[src/rtl/display_scroll_controller.sv]
// display_scroll_controller: scroll engine and manual-write arbiter
// driving the character load port of the LED display multiplexer.
module display_scroll_controller #(
    parameter logic [23:0] SCROLL_TICKS = 24'd10_000_000
) (
    input  logic       clk,
    input  logic       reset,
    input  logic       wr_en,
    input  logic [3:0] wr_addr,
    input  logic [3:0] wr_data,
    input  logic [3:0] msg_len,
    input  logic       scroll_en,
    input  logic       man_req,
    input  logic [3:0] man_data,
    input  logic [1:0] man_pos,
    output logic       man_ack,
    output logic [3:0] disp_data,
    output logic [1:0] disp_pos,
    output logic       disp_load,
    output logic       busy,
    output logic       frame_done
);
    typedef enum logic [1:0] {
        S_IDLE,
        S_REFRESH,
        S_MANUAL
    } state_t;

    state_t      r_state;
    state_t      w_state_nxt;
    logic [3:0]  r_buf [16];
    logic [23:0] r_tick_cnt;
    logic        r_pending;
    logic [3:0]  r_head;
    logic [1:0]  r_cnt;
    logic [3:0]  r_disp_data;
    logic [1:0]  r_disp_pos;
    logic        r_disp_load;
    logic        r_man_ack;
    logic        r_busy;
    logic        r_frame_done;

    logic        w_tick_last;
    logic [3:0]  w_head_eff;
    logic [1:0]  w_p;
    logic [4:0]  w_sum;
    logic [4:0]  w_len;
    logic [3:0]  w_rd_idx;
    logic        w_load_nxt;
    logic        w_ack_nxt;
    logic        w_done_nxt;
    logic [3:0]  w_data_nxt;
    logic [1:0]  w_pos_nxt;
    logic [1:0]  w_cnt_nxt;
    logic        w_take_pend;
    logic        w_head_adv;

    assign w_tick_last = (r_tick_cnt == SCROLL_TICKS - 24'd1);

    // A head left beyond a shortened message restarts from entry 0
    assign w_head_eff = (r_head > msg_len) ? 4'd0 : r_head;
    assign w_p        = (r_state == S_REFRESH) ? r_cnt + 2'd1 : 2'd0;
    assign w_sum      = {1'b0, w_head_eff} + {3'b000, w_p};
    assign w_len      = {1'b0, msg_len} + 5'd1;
    assign w_rd_idx   = 4'(w_sum % w_len);

    always_comb begin
        w_state_nxt = r_state;
        w_load_nxt  = 1'b0;
        w_ack_nxt   = 1'b0;
        w_done_nxt  = 1'b0;
        w_data_nxt  = r_disp_data;
        w_pos_nxt   = r_disp_pos;
        w_cnt_nxt   = r_cnt;
        w_take_pend = 1'b0;
        w_head_adv  = 1'b0;
        unique case (r_state)
            S_IDLE: begin
                if (man_req) begin
                    w_state_nxt = S_MANUAL;
                    w_load_nxt  = 1'b1;
                    w_ack_nxt   = 1'b1;
                    w_data_nxt  = man_data;
                    w_pos_nxt   = man_pos;
                end else if (r_pending) begin
                    w_state_nxt = S_REFRESH;
                    w_take_pend = 1'b1;
                    w_load_nxt  = 1'b1;
                    w_data_nxt  = r_buf[w_rd_idx];
                    w_pos_nxt   = 2'd0;
                    w_cnt_nxt   = 2'd0;
                end
            end
            S_REFRESH: begin
                if (r_cnt == 2'd3) begin
                    w_state_nxt = S_IDLE;
                    w_head_adv  = 1'b1;
                end else begin
                    w_load_nxt = 1'b1;
                    w_data_nxt = r_buf[w_rd_idx];
                    w_pos_nxt  = w_p;
                    w_cnt_nxt  = w_p;
                    w_done_nxt = (w_p == 2'd3);
                end
            end
            S_MANUAL: w_state_nxt = S_IDLE;
            default:  w_state_nxt = S_IDLE;
        endcase
    end

    always_ff @(posedge clk) begin
        if (reset) begin
            r_state <= S_IDLE;
        end else begin
            r_state <= w_state_nxt;
        end
    end

    always_ff @(posedge clk) begin
        if (reset) begin
            for (int i = 0; i < 16; i++) r_buf[i] <= 4'd0;
            r_tick_cnt   <= 24'd0;
            r_pending    <= 1'b0;
            r_head       <= 4'd0;
            r_cnt        <= 2'd0;
            r_disp_data  <= 4'd0;
            r_disp_pos   <= 2'd0;
            r_disp_load  <= 1'b0;
            r_man_ack    <= 1'b0;
            r_busy       <= 1'b0;
            r_frame_done <= 1'b0;
        end else begin
            if (wr_en) r_buf[wr_addr] <= wr_data;
            if (!scroll_en) begin
                r_tick_cnt <= 24'd0;
                r_pending  <= 1'b0;
            end else begin
                r_tick_cnt <= w_tick_last ? 24'd0 : r_tick_cnt + 24'd1;
                if (w_take_pend) r_pending <= 1'b0;
                else if (w_tick_last) r_pending <= 1'b1;
            end
            if (w_head_adv) begin
                r_head <= (r_head >= msg_len) ? 4'd0 : r_head + 4'd1;
            end
            r_cnt        <= w_cnt_nxt;
            r_disp_data  <= w_data_nxt;
            r_disp_pos   <= w_pos_nxt;
            r_disp_load  <= w_load_nxt;
            r_man_ack    <= w_ack_nxt;
            r_busy       <= (w_state_nxt != S_IDLE);
            r_frame_done <= w_done_nxt;
        end
    end

    assign disp_data  = r_disp_data;
    assign disp_pos   = r_disp_pos;
    assign disp_load  = r_disp_load;
    assign man_ack    = r_man_ack;
    assign busy       = r_busy;
    assign frame_done = r_frame_done;
endmodule
[config.mk]
export PLATFORM = sky130hd
export DESIGN_NAME = display_scroll_controller
export DESIGN_NICKNAME = d
export VERILOG_FILES = /design/src/rtl/display_scroll_controller.sv
export SDC_FILE = /design/constraint.sdc
export NUM_CORES = 1
export LEC_CHECK = 0
export BUFFER_PORTS_ARGS = -buffer_cell sky130_fd_sc_hd__buf_2
export CAP_MARGIN = 10
export CORE_ASPECT_RATIO = 1.5
export CORE_MARGIN = 3
export CORE_UTILIZATION = 62
export DETAILED_ROUTE_END_ITERATION = 8
export PLACE_DENSITY = 0.83
export SLEW_MARGIN = 20
export SYNTH_ARGS = -nofsm -noshare
export SYNTH_HDL_FRONTEND = slang
export SYNTH_SLANG_ARGS = --single-unit
[constraint.sdc]
create_clock -name clk -period 10.2 [get_ports clk]
set_input_delay 1.02 -clock clk [delete_from_list [all_inputs] [get_ports clk]]
set_output_delay 1.02 -clock clk [all_outputs]
set_load 0.01 [all_outputs]
==> flow_metrics.tcl <==
set metrics [dict create \
    yosysTopAreaCell "edfxtp_1" \
    timing.rr.start "r_head[1]$_SDFFE_PP0P_" \
    synth_enable_flop_cells 64 \
    leakage_nw 2.66 \
    initial_core_util 0.643 \
    drv_cap 0 \
    powerDensity_nw_per_um2 171 \
    fin_ws_ns 0.492 \
    r2r-end "disp_data[3]$_SDFFE_PP0P_" \
    seq_area_frac_synth 0.444 \
    status "completed" \
    dieArea_sq_um 11400 \
    synth.yosys.warnings 0 \
    netlist.area_leader.share 0.307 \
    wl_um 14500 \
    first_pass_iters 5 \
    holdPathStages 1 \
    drc 0 \
    syn_to_final_growth_pct 9.83 \
    grt_antenna_before_repair 0 \
    row_count 44 \
    max_clock_freq_mhz 103 \
    htree_levels 3 \
    grt_pass1_vias 5080 \
    vias_per_cell 6.26 \
    synth_area_leaders "edfxtp_1 31%, dfxtp_1 14%, and2_1 7.4%, ha_1 5.2%, nor2_1 4.1%" \
    r2r_cells 40 \
    worstSetupPathType "input port to flop" \
    hp-class "flop to flop" \
    dominantRegCellSynth "edfxtp_1" \
    vias 5082 \
    report.final.slew_viol_count 0 \
    cts_hold_buf 0 \
    skew_ns 0.0117 \
    grt_max_degree 35 \
    period_needed_ns 9.71 \
    end_kind "flop" \
    overflow 0 \
    ys_types 52 \
    clock_latency_ns 0.35 \
    die_w_um 88.1 \
    setup_viol 0 \
    syn_nets 713 \
    synth_area_per_cell_sq_um 9.46 \
    worst_pin_slew_ns 0.664 \
    die_h_um 129 \
    cp_data_arrival_time_ns 9.92 \
    ff2ff_setup_slack_ns 0.94 \
    finalPower_mw 1.18 \
    layout_common_cells "74 x and2_1, 68 x nor2_1, 64 x edfxtp_1" \
    hold_viol 0 \
    final_common_cell "and2_1" \
    portBuffers 32 \
    grt_pass1_wl_um 24000 \
    hold_path_startpoint "r_tick_cnt[0]$_SDFF_PP0_" \
    crit_top_cell "ha_1" \
    ant_nets 0 \
    fin_nets 743 \
    critPathMaxFanout 16 \
    cts_buffer_depth 2 \
    cp.required_ns 10.41 \
    slowest_stage "mux4_2" \
    critical_path.max_stage_delay_ns 0.54 \
    root_buffer "clkbuf_16" \
    async_reset_ff_frac 0 \
    clk_pin_slew_ns 0.07 \
    gp_congestion 0.965 \
    coreArea_sq_um 9740 \
    cp-start-kind "input port" \
    ir_drop_uv 107 \
    fin_crit_sh 0.952 \
    track_usage 0.269 \
    hpwlAfterDp_um 10800 \
    holdPathEnd "r_tick_cnt[0]$_SDFF_PP0_" \
    clock_sinks 107 \
    netlist_area_sq_um 6260 \
    maxSlewHeadroom 0.552 \
    ys_seq_elements 107 \
    drive_gt1_frac 0.125 \
    drt_iter0_drc 303 \
    netlist_instances 662 \
    num_io_pins 33 \
    post-place-ws_ns 0.0665 \
    cts_made_buffers 9 \
    diodes 0 \
    post_drt_wl_per_cell_um 17.9 \
    cts_tree "done" \
]
## flip-flops by register name, summed over array words and instances (netlist names)
signal,count
r_tick_cnt,24
man_ack,1
r_head,4
disp_pos,2
disp_data,4
r_state,2
frame_done,1
r_cnt,2
disp_load,1
r_buf,64
busy,1
r_pending,1
## stage by stage
step           instances  hold slack [ns]  utilization  cell area (sq um)  setup TNS [ns]
2_1_floorplan        662            0.426            -               6260               0
3_3_place_gp         794            0.452        0.671               6530               0
3_5_place_dp         794            0.458        0.671               6530               0
4_1_cts              810            0.473        0.703               6850               0
5_1_grt              812            0.496        0.706               6880        -0.00949
6_report             812            0.472        0.706               6880               0
## area by class of cell
cell class                      instances  area [sq um]
Inverter                               20          75.1
Clock inverter                          5          87.6
Tap cell                              115           144
Sequential cell                       107          2780
Timing Repair Buffer                   40           220
Clock buffer                           11           233
Multi-Input combinational cell        514          3340
Fill cell                             734          2870
## logic make-up (layout without fill, tap and decap cells)
| family | count (synthesis) | in the layout | share of synthesized area |
|---|---|---|---|
| fa+ha+maj | 28 | 28 | 0.0583 |
| compound gates | 108 | 108 | 0.111 |
| simple gates | 325 | 325 | 0.275 |
| xor+xnor | 38 | 38 | 0.0531 |
| buf+inv | 41 | 76 | 0.0246 |
| flops | 107 | 107 | 0.444 |
| mux | 15 | 15 | 0.0336 |
## critical path, delay by kind of cell
family	cells	cell delay, ns
mux	3	1.25
buf+inv	8	0.79
compound gates	14	3.10
xor+xnor	1	0.28
fa+ha+maj	6	1.66
simple gates	10	1.79
## report_power, final
group	internal, mW	switching, mW	total [mW]	leakage [nW]
logic	0.123	0.202	0.325	1.54
clock network	0.217	0.152	0.369	0.152
registers	0.475	0.00780	0.483	0.958
total	0.815	0.361	1.18	2.66
## routing by layer
metal | up-vias | part of all wire | global-route usage
li1 | 2440 | - | -
met1 | 2398 | 0.38 | 0.300
met2 | 199 | 0.53 | 0.484
met3 | 45 | 0.050 | 0.0579
met4 | 0 | 0.034 | 0.123
met5 | - | 0 | 0
## worst max path at each step
stage,from,endpoint,cells past startpoint
after floorplan,msg_len[3],disp_data[3]$_SDFFE_PP0P_,33
after detailed placement,msg_len[1],disp_data[3]$_SDFFE_PP0P_,41
after global placement,msg_len[1],disp_data[3]$_SDFFE_PP0P_,41
final,msg_len[1],disp_data[3]$_SDFFE_PP0P_,42
after global routing,msg_len[1],disp_data[3]$_SDFFE_PP0P_,42
after CTS,msg_len[1],disp_data[3]$_SDFFE_PP0P_,41
## cell usage after synthesis (all sizes together), types with 2 or more instances
| cell | number |
|---|---|
| a211oi | 5 |
| a21boi | 2 |
| a21o | 6 |
| a21oi | 22 |
| a221oi | 9 |
| a2bb2oi | 3 |
| a311oi | 3 |
| a31oi | 15 |
| and2 | 74 |
| and3 | 5 |
| and4b | 4 |
| clkbuf | 21 |
| dfxtp | 43 |
| edfxtp | 64 |
| fa | 2 |
| ha | 26 |
| inv | 20 |
| mux2 | 5 |
| mux2i | 6 |
| mux4 | 4 |
| nand2 | 39 |
| nand2b | 9 |
| nand3 | 50 |
| nand4 | 5 |
| nor2 | 68 |
| nor2b | 9 |
| nor3 | 18 |
| nor3b | 2 |
| nor4 | 8 |
| nor4b | 5 |
| o211ai | 2 |
| o21a | 3 |
| o21ai | 29 |
| o31ai | 2 |
| or2 | 20 |
| or3 | 4 |
| or3b | 2 |
| xnor2 | 24 |
| xor2 | 14 |
## what timing repair did
item,4_1_cts,5_1_grt
setup endpoints to repair,0,4
resized for setup,0,3
endpoints found under the hold margin,0,0
setup buffers,0,2
Note: power is estimated with default switching activity, not from simulation.
